**src/rtl/core_pkg.sv**
```systemverilog
// Shared fetch-path types and constants for the pipelined RISC-V core.
package core_pkg;

  localparam int PC_W    = 64;
  localparam int INSTR_W = 32;

  localparam logic [INSTR_W-1:0] NOP_INSTR = 32'h00000013;

  typedef struct packed {
    logic [PC_W-1:0]    pc;
    logic [INSTR_W-1:0] instr;
  } fetch_entry_t;

endpackage

```
**src/rtl/fetchq_ptr_ctrl.sv**
```systemverilog
// Read/write pointers and occupancy for the fetch queue; 1-cycle update, flush clears next edge.
// Caller qualifies push/pop; this block never sees a push while full.
module fetchq_ptr_ctrl #(
  parameter int DEPTH = 4,
  parameter int AW    = $clog2(DEPTH),
  parameter int CW    = $clog2(DEPTH) + 1
) (
  input  logic          clk,
  input  logic          reset,
  input  logic          flush,
  input  logic          push,
  input  logic          pop,
  output logic [AW-1:0] wr_ptr,
  output logic [AW-1:0] rd_ptr,
  output logic [CW-1:0] count,
  output logic          full,
  output logic          empty
);
  import core_pkg::*;

  // DEPTH is a power of two, so pointer overflow is the modulo wrap.
  always_ff @(posedge clk) begin
    if (reset || flush) begin
      wr_ptr <= '0;
      rd_ptr <= '0;
      count  <= '0;
    end else begin
      if (push) wr_ptr <= wr_ptr + AW'(1);
      if (pop)  rd_ptr <= rd_ptr + AW'(1);
      case ({push, pop})
        2'b10:   count <= count + CW'(1);
        2'b01:   count <= count - CW'(1);
        default: count <= count;
      endcase
    end
  end

  assign full  = (count == CW'(DEPTH));
  assign empty = (count == '0);

endmodule

```
**src/rtl/instr_fetch_queue.sv**
```systemverilog
// Fetch-to-decode queue: push->Out_Valid 1 cycle (0 with INSTR_FETCH_QUEUE_BYPASS_EN when empty).
// PC_Stall back-pressures fetch when full; pushes while full are dropped; Flush empties next edge.
module instr_fetch_queue #(
  parameter int DEPTH   = 4,
  parameter int PC_W    = core_pkg::PC_W,
  parameter int INSTR_W = core_pkg::INSTR_W
) (
  input  logic                   clk,
  input  logic                   reset,
  input  logic                   In_Valid,
  input  logic [PC_W-1:0]        In_PC,
  input  logic [INSTR_W-1:0]     In_Instr,
  output logic                   PC_Stall,
  input  logic                   Out_Ready,
  output logic                   Out_Valid,
  output logic [PC_W-1:0]        Out_PC,
  output logic [INSTR_W-1:0]     Out_Instr,
  input  logic                   Flush,
  output logic [$clog2(DEPTH):0] Count
);
  import core_pkg::*;

  localparam int AW = $clog2(DEPTH);

  logic [AW-1:0]    wr_ptr;
  logic [AW-1:0]    rd_ptr;
  logic             full;
  logic             empty;
  logic             bypass;
  logic             push;
  logic             pop;

  logic [PC_W-1:0]    pc_mem    [DEPTH];
  logic [INSTR_W-1:0] instr_mem [DEPTH];

`ifdef INSTR_FETCH_QUEUE_BYPASS_EN
  assign bypass = empty && In_Valid && Out_Ready && !Flush && !reset;
`else
  assign bypass = 1'b0;
`endif

  // A bypassed entry is consumed directly by decode and never stored.
  assign push = In_Valid && !full && !Flush && !bypass;
  assign pop  = !empty && Out_Ready && !Flush;

  fetchq_ptr_ctrl #(
    .DEPTH (DEPTH)
  ) u_ptr_ctrl (
    .clk    (clk),
    .reset  (reset),
    .flush  (Flush),
    .push   (push),
    .pop    (pop),
    .wr_ptr (wr_ptr),
    .rd_ptr (rd_ptr),
    .count  (Count),
    .full   (full),
    .empty  (empty)
  );

  always_ff @(posedge clk) begin
    if (push) begin
      pc_mem[wr_ptr]    <= In_PC;
      instr_mem[wr_ptr] <= In_Instr;
    end
  end

  // Unreset storage is masked while empty so no X reaches decode.
  always_comb begin
    Out_Valid = !empty;
    Out_PC    = '0;
    Out_Instr = '0;
    if (bypass) begin
      Out_Valid = 1'b1;
      Out_PC    = In_PC;
      Out_Instr = In_Instr;
    end else if (!empty) begin
      Out_PC    = pc_mem[rd_ptr];
      Out_Instr = instr_mem[rd_ptr];
    end
  end

  assign PC_Stall = full;

endmodule

```
**config.mk**
```make
export PLATFORM = sky130hd
export DESIGN_NAME = instr_fetch_queue
export DESIGN_NICKNAME = d
export VERILOG_FILES = /design/src/rtl/core_pkg.sv /design/src/rtl/fetchq_ptr_ctrl.sv /design/src/rtl/instr_fetch_queue.sv
export SDC_FILE = /design/constraint.sdc
export NUM_CORES = 1
export LEC_CHECK = 0
export CORE_UTILIZATION = 25
export DETAILED_ROUTE_END_ITERATION = 8
export HOLD_SLACK_MARGIN = 0.02
export PLACE_DENSITY = 0.54
export SKIP_LAST_GASP = 1
export SLEW_MARGIN = 20
export SYNTH_ARGS = -nofsm -noshare
export SYNTH_HDL_FRONTEND = slang
export SYNTH_SLANG_ARGS = --single-unit
```
**constraint.sdc**
```tcl
create_clock -name clk -period 4.2 [get_ports clk]
set_input_delay 0.84 -clock clk [delete_from_list [all_inputs] [get_ports clk]]
set_output_delay 0.84 -clock clk [all_outputs]
set_load 0.005 [all_outputs]
```
==> flow_metrics.tcl <==
set metrics [dict create \
    clk_pin_slew_ns 0.06 \
    reg2reg_depth 9 \
    synth_top_area_cell "edfxtp_1" \
    max_clock_freq_mhz 282 \
    met2_usage_pct 16.8 \
    finalCriticalPeriod_ns 3.55 \
    die_y_microns 247 \
    synth_edf_count 384 \
    htree_levels 2 \
    port_buffers 201 \
    rr_endpoint "u_ptr_ctrl.count[2]" \
    status "finished, violations left" \
    first_pass_iters 8 \
    insertedDiodeCount 0 \
    grt_pass1_vias 7825 \
    cp.arrival_ns 2.71 \
    areaGrowthSynthToFinish_pct 29.6 \
    cts_resized 0 \
    crit_end "Out_Instr[27]" \
    post-route-drc-count 22 \
    yosysUniqueCellTypes 26 \
    cts_buffer_depth 3 \
    synth_nets 772 \
    hpwl_microns 18100 \
    grt_usage_pct 10.4 \
    tritoncts "done" \
    r2r_slack_ns 1.71 \
    grt_pass1_wl_microns 47300 \
    placedCellCount 1618 \
    ios 202 \
    drtIter0Drc 371 \
    fin_nets 999 \
    viasPerCell 4.22 \
    maxSlewHeadroom_pct 56.3 \
    die_x_microns 247 \
    power.leakage_nw 5.98 \
    num_vias 7152 \
    worstPathRequired_ns 3.36 \
    cts-root-buf "clkbuf_16" \
    irDropWorstVdd_mv 0.283 \
    holdBufCountCts 0 \
    routed_wl_microns 31500 \
    worst_pin_slew_ns 0.655 \
    cp_max_fo 40 \
    cap_viol_max_count 0 \
    crit_type "reg2out" \
    insertion_delay_ns 0.55 \
    ys_ff_latch 393 \
    synth_area_sq_mm 0.0150 \
    reg2reg_from "u_ptr_ctrl.count[2]" \
    finish.instance_area_sq_mm 0.0194 \
    drv_slew 0 \
    finalCritPeriodShare_pct 84.6 \
    power_density_mw_per_mm2 432 \
    coreArea_sq_mm 0.0591 \
    ant_nets 0 \
    grt_use_met1_pct 13.2 \
    place_congestion 0.666 \
    start_util_pct 25.3 \
    cts.sinks 393 \
    synth-async-reset-ratio_pct 0 \
    cts_buffers 45 \
    ys_seq_area_share_pct 78.2 \
    synth_ff_type "edfxtp_1" \
    placed_area_sq_mm 0.0180 \
    synth_area_leaders "edfxtp_1 (77%), mux4_2 (14%), and2_1 (4.1%)" \
    rsz0062_at_grt "no" \
    grt_max_degree 58 \
    violations "design-rule violations" \
    grt_antenna_before_repair 4 \
    synthCells 665 \
    fin_cells 1696 \
    min_path_type "reg2reg" \
    finalHoldViolCount 0 \
    synth_common_cells "edfxtp_1 (384), and2_1 (97), mux4_2 (96)" \
    grt_use_met3_pct 3.48 \
    yosys.cell_count.top_type "edfxtp_1" \
    dieArea_sq_mm 0.0609 \
    rows 89 \
    wl_per_cell_microns 18.6 \
    report.final.setup_viol 0 \
    setup_tns_ns 0 \
    endpoint_kind "output port" \
    cts_setup_buffers 0 \
    drive_gt1_share_pct 19.4 \
    yosysWarnings 0 \
    avgSynthCellArea_sq_um 22.5 \
    fin_skew_ns 0.0150 \
    yosysTopAreaCellShare_pct 77.0 \
    worstSetupStartpointType "register" \
    grt_overflow 0 \
    busiest_layer "met2" \
]
==> cell usage in the layout (no fill, tap or decap), drive strengths merged <==
master,instances
o21ai,1
inv,10
dfxtp,9
bufinv,2
and2,97
nand3,1
nor2,8
mux4,96
and3,4
fa,1
ha,5
or2,1
a21o,1
or3b,1
nor2b,1
a21oi,3
edfxtp,384
clkbuf,56
or3,2
nand4,1
o311ai,1
clkdlybuf4s50,201
xor2,4
buf,14
o31ai,2
clkinv,17
==> critical path, cell delays in order, from the launching register on <==
cell and delay [ns]:
dfxtp_4 0.51, buf_12 0.36, mux4_2 0.54, and2_1 0.16, clkdlybuf4s50_1 0.51
==> state kept, by name, indices dropped and copies added (netlist names), named ones only <==
register	flops
pc_mem	256
u_ptr_ctrl.count	3
u_ptr_ctrl.wr_ptr	2
instr_mem	128
u_ptr_ctrl.rd_ptr	2
==> power breakdown <==
part | internal (W) | leakage [nW] | switching, W
logic | 0.000206 | 1.73 | 0.000149
registers | 0.00436 | 3.56 | 0.0000128
clock network | 0.00217 | 0.683 | 0.00149
==> final cells by class <==
cell class | count | area [sq um]
clock buffer | 56 | 1220
clock inverter | 22 | 165
fill | 5584 | 39700
inverter | 7 | 26.3
multi-input combinational | 230 | 3060
sequential | 393 | 11700
tap | 773 | 967
timing repair buffer | 215 | 2250
==> cell families after synthesis <==
group | Yosys count | share of synthesized area, %
flip-flops | 393 | 78.2
adder cells (fa/ha/maj) | 6 | 0.551
multiplexers | 96 | 14.4
AND/OR/NAND/NOR | 116 | 4.72
AO/OA/AOI/OAI | 8 | 0.342
buffers and inverters | 42 | 1.51
XOR/XNOR | 4 | 0.234
==> worst min path at each step <==
stage | from | to | cells past startpoint
floorplan | u_ptr_ctrl.rd_ptr[1] | register | 2
global placement | u_ptr_ctrl.rd_ptr[1] | register | 2
detailed placement | u_ptr_ctrl.rd_ptr[0] | u_ptr_ctrl.rd_ptr[0] | 2
CTS | u_ptr_ctrl.rd_ptr[1] | u_ptr_ctrl.rd_ptr[1] | 2
global route | u_ptr_ctrl.rd_ptr[0] | u_ptr_ctrl.rd_ptr[0] | 2
finish | u_ptr_ctrl.rd_ptr[1] | u_ptr_ctrl.rd_ptr[1] | 2
==> per-stage QoR <==
| stage | power, W | util [%] | setup WS, ns | hold WS, ns |
|---|---|---|---|---|
| finish | 0.00839 | 32.8 | 0.648 | 0.533 |
| global route | 0.00870 | 32.8 | 0.455 | 0.572 |
| CTS | 0.00854 | 32.8 | 0.540 | 0.539 |
| detailed placement | 0.00482 | 30.5 | 1.16 | 0.507 |
| global placement | 0.00481 | 30.5 | 1.16 | 0.510 |
| floorplan | 0.00458 | - | 0.276 | 0.485 |
==> routing by layer <==
metal | share of wire [%] | vias to the layer above
li1 | - | 3163
met1 | 43 | 3740
met2 | 47 | 185
met3 | 7.0 | 58
met4 | 2.1 | 6
met5 | 0.14 | -
Note: power is estimated with default switching activity, not from simulation.
